--- src/rtl/mem_access_unit.sv ---
// MEM-stage data-memory access engine: big-endian loads/stores over a req/ack bus,
// with byte-enable or read-modify-write partial stores, ack timeout and alignment checks.
module mem_access_unit #(
   parameter int ADDR_W  = 32,
   parameter int USE_BE  = 1,
   parameter int TIMEOUT = 15
) (
   input  logic              CLK,
   input  logic              RESET,
   input  logic              in_valid,
   output logic              in_ready,
   input  logic [3:0]        in_op,
   input  logic [ADDR_W-1:0] in_addr,
   input  logic [31:0]       in_wdata,
   input  logic [31:0]       in_rold,
   output logic              dm_req,
   output logic              dm_we,
   output logic [ADDR_W-1:0] dm_addr,
   output logic [3:0]        dm_be,
   output logic [31:0]       dm_wdata,
   input  logic              dm_ack,
   input  logic [31:0]       dm_rdata,
   output logic              resp_valid,
   output logic [31:0]       resp_data,
   output logic [1:0]        resp_err
);

   localparam logic [3:0] OP_LW  = 4'd0;
   localparam logic [3:0] OP_LB  = 4'd1;
   localparam logic [3:0] OP_LBU = 4'd2;
   localparam logic [3:0] OP_LH  = 4'd3;
   localparam logic [3:0] OP_LHU = 4'd4;
   localparam logic [3:0] OP_LWL = 4'd5;
   localparam logic [3:0] OP_LWR = 4'd6;
   localparam logic [3:0] OP_SW  = 4'd8;
   localparam logic [3:0] OP_SB  = 4'd9;
   localparam logic [3:0] OP_SH  = 4'd10;
   localparam logic [3:0] OP_SWL = 4'd11;
   localparam logic [3:0] OP_SWR = 4'd12;

   localparam logic [1:0] ERR_OK      = 2'd0;
   localparam logic [1:0] ERR_ALIGN   = 2'd1;
   localparam logic [1:0] ERR_TIMEOUT = 2'd2;
   localparam logic [1:0] ERR_ILLEGAL = 2'd3;

   localparam int              CNT_W    = (TIMEOUT < 2) ? 1 : $clog2(TIMEOUT);
   localparam logic [CNT_W-1:0] CNT_LAST = CNT_W'(TIMEOUT - 1);

   typedef enum logic [2:0] {IDLE, ACCESS, RMW_RD, RMW_WR, RESP} state_t;

   state_t           state;
   logic [CNT_W-1:0] wait_cnt;
   logic [3:0]       op_q;
   logic [1:0]       k_q;
   logic [31:0]      wdata_q;
   logic [31:0]      rold_q;
   logic             timeout_hit;

   function automatic logic op_legal(input logic [3:0] op);
      return (op <= OP_LWR) || ((op >= OP_SW) && (op <= OP_SWR));
   endfunction

   function automatic logic is_misaligned(input logic [3:0] op, input logic [1:0] k);
      case (op)
         OP_LW, OP_SW:         return k != 2'd0;
         OP_LH, OP_LHU, OP_SH: return k[0];
         default:              return 1'b0;
      endcase
   endfunction

   function automatic logic is_partial_store(input logic [3:0] op);
      return (op == OP_SB) || (op == OP_SH) || (op == OP_SWL) || (op == OP_SWR);
   endfunction

   // Big-endian: offset k lives in lane 3-k, and for a 2-bit k that is simply ~k.
   function automatic logic [3:0] store_be(input logic [3:0] op, input logic [1:0] k);
      case (op)
         OP_SB:   return 4'b0001 << (~k);
         OP_SH:   return k[1] ? 4'b0011 : 4'b1100;
         OP_SWL:  return 4'hF >> k;
         OP_SWR:  return 4'hF << (~k);
         default: return 4'hF;
      endcase
   endfunction

   function automatic logic [31:0] store_data(input logic [3:0] op, input logic [1:0] k,
                                              input logic [31:0] wdata);
      logic [4:0] up;
      logic [4:0] dn;
      up = {k, 3'b000};
      dn = {~k, 3'b000};
      case (op)
         OP_SB:   return {24'd0, wdata[7:0]} << dn;
         OP_SH:   return k[1] ? {16'd0, wdata[15:0]} : {wdata[15:0], 16'd0};
         OP_SWL:  return wdata >> up;
         OP_SWR:  return wdata << dn;
         default: return wdata;
      endcase
   endfunction

   function automatic logic [31:0] load_result(input logic [3:0] op, input logic [1:0] k,
                                               input logic [31:0] rdata, input logic [31:0] rold);
      logic [4:0]         up;
      logic [4:0]         dn;
      logic [7:0]         byte_v;
      logic [15:0]        half_v;
      logic signed [7:0]  byte_s;
      logic signed [15:0] half_s;
      up     = {k, 3'b000};
      dn     = {~k, 3'b000};
      byte_v = 8'(rdata >> dn);
      half_v = k[1] ? rdata[15:0] : rdata[31:16];
      byte_s = signed'(byte_v);
      half_s = signed'(half_v);
      case (op)
         OP_LB:   return 32'(byte_s);
         OP_LBU:  return {24'd0, byte_v};
         OP_LH:   return 32'(half_s);
         OP_LHU:  return {16'd0, half_v};
         OP_LWL:  return (rdata << up) | (rold & ~(32'hFFFF_FFFF << up));
         OP_LWR:  return (rdata >> dn) | (rold & ~(32'hFFFF_FFFF >> dn));
         default: return rdata;
      endcase
   endfunction

   function automatic logic [31:0] merge_bytes(input logic [31:0] base, input logic [31:0] data,
                                               input logic [3:0] be);
      logic [31:0] m;
      for (int i = 0; i < 4; i++) begin
         m[8*i +: 8] = be[i] ? data[8*i +: 8] : base[8*i +: 8];
      end
      return m;
   endfunction

   assign in_ready    = (state == IDLE);
   assign timeout_hit = (wait_cnt == CNT_LAST);

   // Request operands are plain data; they only matter once a request is in flight.
   always_ff @(posedge CLK) begin
      if (in_valid && (state == IDLE)) begin
         op_q    <= in_op;
         k_q     <= in_addr[1:0];
         wdata_q <= in_wdata;
         rold_q  <= in_rold;
      end
   end

   always_ff @(posedge CLK or negedge RESET) begin
      if (!RESET) begin
         state      <= IDLE;
         wait_cnt   <= '0;
         dm_req     <= 1'b0;
         dm_we      <= 1'b0;
         dm_addr    <= '0;
         dm_be      <= 4'h0;
         dm_wdata   <= 32'd0;
         resp_valid <= 1'b0;
         resp_data  <= 32'd0;
         resp_err   <= ERR_OK;
      end else begin
         resp_valid <= 1'b0;
         case (state)
            IDLE: begin
               if (in_valid) begin
                  dm_addr   <= {in_addr[ADDR_W-1:2], 2'b00};
                  resp_data <= 32'd0;
                  resp_err  <= ERR_OK;
                  wait_cnt  <= '0;
                  if (!op_legal(in_op)) begin
                     resp_valid <= 1'b1;
                     resp_err   <= ERR_ILLEGAL;
                     state      <= RESP;
                  end else if (is_misaligned(in_op, in_addr[1:0])) begin
                     resp_valid <= 1'b1;
                     resp_err   <= ERR_ALIGN;
                     state      <= RESP;
                  end else if ((USE_BE == 0) && is_partial_store(in_op)) begin
                     dm_req <= 1'b1;
                     dm_we  <= 1'b0;
                     dm_be  <= 4'hF;
                     state  <= RMW_RD;
                  end else begin
                     dm_req <= 1'b1;
                     dm_we  <= in_op[3];
                     dm_be  <= in_op[3] ? store_be(in_op, in_addr[1:0]) : 4'hF;
                     if (in_op[3]) begin
                        dm_wdata <= store_data(in_op, in_addr[1:0], in_wdata);
                     end
                     state  <= ACCESS;
                  end
               end
            end
            ACCESS: begin
               if (dm_ack) begin
                  dm_req     <= 1'b0;
                  resp_valid <= 1'b1;
                  if (!op_q[3]) begin
                     resp_data <= load_result(op_q, k_q, dm_rdata, rold_q);
                  end
                  state      <= RESP;
               end else if (timeout_hit) begin
                  dm_req     <= 1'b0;
                  resp_valid <= 1'b1;
                  resp_err   <= ERR_TIMEOUT;
                  state      <= RESP;
               end else begin
                  wait_cnt <= wait_cnt + 1'b1;
               end
            end
            RMW_RD: begin
               if (dm_ack) begin
                  // The write is prepared here but requested only after a bus-idle cycle.
                  dm_req   <= 1'b0;
                  dm_we    <= 1'b1;
                  dm_be    <= 4'hF;
                  dm_wdata <= merge_bytes(dm_rdata, store_data(op_q, k_q, wdata_q),
                                          store_be(op_q, k_q));
                  state    <= RMW_WR;
               end else if (timeout_hit) begin
                  dm_req     <= 1'b0;
                  resp_valid <= 1'b1;
                  resp_err   <= ERR_TIMEOUT;
                  state      <= RESP;
               end else begin
                  wait_cnt <= wait_cnt + 1'b1;
               end
            end
            RMW_WR: begin
               if (!dm_req) begin
                  dm_req   <= 1'b1;
                  wait_cnt <= '0;
               end else if (dm_ack) begin
                  dm_req     <= 1'b0;
                  resp_valid <= 1'b1;
                  state      <= RESP;
               end else if (timeout_hit) begin
                  dm_req     <= 1'b0;
                  resp_valid <= 1'b1;
                  resp_err   <= ERR_TIMEOUT;
                  state      <= RESP;
               end else begin
                  wait_cnt <= wait_cnt + 1'b1;
               end
            end
            RESP: begin
               state <= IDLE;
            end
            default: begin
               state <= IDLE;
            end
         endcase
      end
   end

endmodule

--- config.mk ---
export PLATFORM = sky130hd
export DESIGN_NAME = mem_access_unit
export DESIGN_NICKNAME = d
export VERILOG_FILES = /design/src/rtl/mem_access_unit.sv
export SDC_FILE = /design/constraint.sdc
export NUM_CORES = 1
export LEC_CHECK = 0
export BUFFER_PORTS_ARGS = -buffer_cell sky130_fd_sc_hd__buf_2
export CORE_ASPECT_RATIO = 1.1
export CORE_MARGIN = 2
export CORE_UTILIZATION = 50
export DETAILED_ROUTE_END_ITERATION = 12
export PLACE_DENSITY = 0.73
export SLEW_MARGIN = 20
export SYNTH_ARGS = -nofsm -noshare
export SYNTH_HDL_FRONTEND = slang
export SYNTH_SLANG_ARGS = --single-unit
--- constraint.sdc ---
create_clock -name CLK -period 5.05 [get_ports CLK]
set_input_delay 0.505 -clock CLK [delete_from_list [all_inputs] [get_ports CLK]]
set_output_delay 0.505 -clock CLK [all_outputs]
set_load 0.02 [all_outputs]
==> out/qor.yml <==
setup_path:
  slowest_delay_ps: 840
  critPathLaunchType: "flip-flop"
  cp_common_cell: "buf_4"
  worstPathMaxFanout: 28
  critPathBufInv: 2
  critPathArrivalTime_ps: 3320
  cp_data_required_time_ps: 5380
  cpLargestDelayFamily: "compound AO/OA/AOI/OAI gates"
  end_kind: "flip-flop"
  path_cells: "nor3b_2 > buf_4 > and2_1 > a41oi_4 > buf_4 > a21oi_1 > a22o_1"
  slowest_stage: "a41oi_4"
  criticalPathCategory: "flip-flop to flip-flop"
layout:
  n_fill_cell: 2141
  drive_gt1_frac: 0.295
  syn2layout_area_growth_pct: 14.2
  layout.nets: 1540
  multi_input_area_um2: 6700
  num_antenna_cells: 0
  register_area_um2: 4850
logic_synthesis:
  synth_top_area_share: 0.226
  netlist_area_um2: 12200
  avgSynthCellArea_um2: 9.88
  synth-seq-cells: 180
  synth_enable_flop_cells: 70
  ys_seq_area_frac: 0.398
  synth_cell_types: 96
  yosysWarnings: 0
  yosys.area.top_type: "dfrtp_1"
  synthCells: 1234
  synth_most_common_cell: "nand2_1"
  synth_ff_type: "dfrtp_1"
  synthTopCellsByArea: "dfrtp_1 (23%), edfxtp_1 (17%), mux2_2 (7.8%)"
  synthArstFlopShare: 0.611
  synth_common_cells: "nand2_1 (119), dfrtp_1 (110), mux2_2 (84)"
global_routing:
  grt_pass1_vias: 10831
  grt_max_degree: 130
  overflow: 0
  grt_pass1_wl_mm: 63.3
  grt_use_total: 0.315
  antenna_found_initial: 0
clock_tree:
  insertion_delay_ps: 440
  post_cts_buffers: 0
  root_buffer: "clkbuf_16"
  cts.sinks: 180
  cts-htree-levels: 4
  clockBufferDepth: 2
  cts_resized: 0
  cts_buffers: 17
  path_clk_slew_ps: 70
  cts_tree: "built"
  hold_buffers: 0
sta:
  slew_headroom: 0.337
  setup-tns-final_ps: 0
  rsz0062_at_grt: "false"
  finalSetupViolations: 0
  timing.fmax_mhz: 335
  finalCritPeriodShare: 0.591
  finalCriticalPeriod_ps: 2980
  hold_violations: 0
  clock_skew_ps: 11.2
  worstMarginPinSlew_ps: 994
  finalMaxSlewViolations: 0
hold_path:
  hold_class: "input pin to asynchronous set/reset pin"
detailed_routing:
  drt_wl_total_mm: 41.3
  vias: 11532
  wl_per_cell_um: 24.0
  drtPass1Iterations: 8
  vias_per_cell: 6.70
  drc: 0
  ant_nets: 0
  dr.first_iter.drc_count: 1525
floorplan:
  die_h_um: 168
  rows: 59
  core_area_um2: 23800
  dieWidth_um: 153
  io_pins: 242
  die_area_um2: 25600
  initial_core_util: 0.513
flow_run:
  max_cap_viol_count: 0
power:
  p_leak_nw: 5.69
  power_density_nw_per_um2: 407
  total_power_mw: 5.67
  max-vdd-ir-drop_mv: 0.269
placement:
  port_buffers: 239
  globalplace.congestion: 0.995
  dp_hpwl_mm: 29.8
run_status:
  status: "finished clean"
-- flip-flops by register name, indices dropped and copies added (netlist names) --
signal,cells
dm_addr,30
dm_be,4
dm_req,1
dm_wdata,32
dm_we,1
k_q,2
op_q,4
resp_data,32
resp_err,2
resp_valid,1
rold_q,32
state,3
wait_cnt,4
wdata_q,32
-- power breakdown --
group	total (mW)	switching (mW)	internal, mW
logic	2.12	1.35	0.773
registers	2.21	0.292	1.92
clock network	1.33	0.668	0.666
total	5.67	2.31	3.36
-- placed cells by master (no fill, tap or decap), types with 7 or more instances in the layout --
cell type    n
nand3b_1     9
o31ai_1     14
o21ai_1     37
o221ai_1    14
o21ai_0     53
o2bb2ai_1   15
nor2b_1     20
a22oi_1     17
a32oi_1      7
mux2i_1     62
a221oi_1    25
buf_4       17
clkbuf_16   17
o22ai_1     10
inv_1       14
a221o_1     16
mux2_2      84
buf_2      238
o211ai_1    36
nor2_1      57
nand3_1     34
o21a_1       7
a211oi_1    24
a22o_1       7
nand2b_1    15
nor3_1      22
a21oi_1     64
a21o_1       9
dfrtp_1    110
a222oi_1    13
and2_1      11
edfxtp_1    70
nand2_1    119
-- worst paths after layout --
path / start / end / slack (ps) / cells after the start
worst max-delay path: state[0] / dm_wdata[9] / 2070 / 7
max in group asynchronous: RESET / dm_wdata[16] / 3670 / 2
min in group CLK: in_rold[26] / rold_q[26] / 230 / 1
worst min register to register: resp_data[29] / resp_data[29] / 480 / 2
worst min-delay path: RESET / resp_data[19] / 200 / 1
worst max register to register: state[0] / dm_wdata[9] / 2070 / 7
-- kinds of logic (layout without fill, tap and decap cells) --
family                   Yosys count  after routing  synth area share
AND/OR/NAND/NOR                  343            343             0.146
AO/OA/AOI/OAI                    431            431             0.263
multiplexers                     151            151             0.134
other                              1              2          0.000308
adder cells (fa/ha/maj)            2              2           0.00205
XOR/XNOR                           2              2           0.00144
flip-flops                       180            180             0.398
buffers and inverters            124            304            0.0547
-- final cells by class --
type,count,share of cell area
multi-input cells,931,0.482
flip-flops and latches,180,0.349
well taps,305,0.0274
clock inverters,14,0.0106
inverters,16,0.00450
repair buffers,256,0.0962
clock buffers,18,0.0308
-- per-stage QoR --
stage / hold slack (ps) / instance area [µm²] / worst slack, ps / util / cells
finish: 203 / 13900 / 2070 / 0.585 / 1720
global route: 224 / 13900 / 1890 / 0.585 / 1720
CTS: 226 / 13900 / 2100 / 0.585 / 1720
detailed placement: 465 / 13300 / 1880 / 0.561 / 1688
global placement: 466 / 13300 / 1930 / 0.561 / 1688
floorplan: 209 / 12200 / 2630 / - / 1235
-- per-layer routing --
layer	vias to the layer above	routed length (µm)	GRT usage	part of all wire
li1	5146	-	-	-
met1	5513	16600	0.435	0.40
met2	759	18500	0.478	0.45
met3	114	4510	0.0745	0.11
met4	0	1680	0.130	0.041
met5	-	0	0	0
Note: power is estimated with default switching activity, not from simulation.
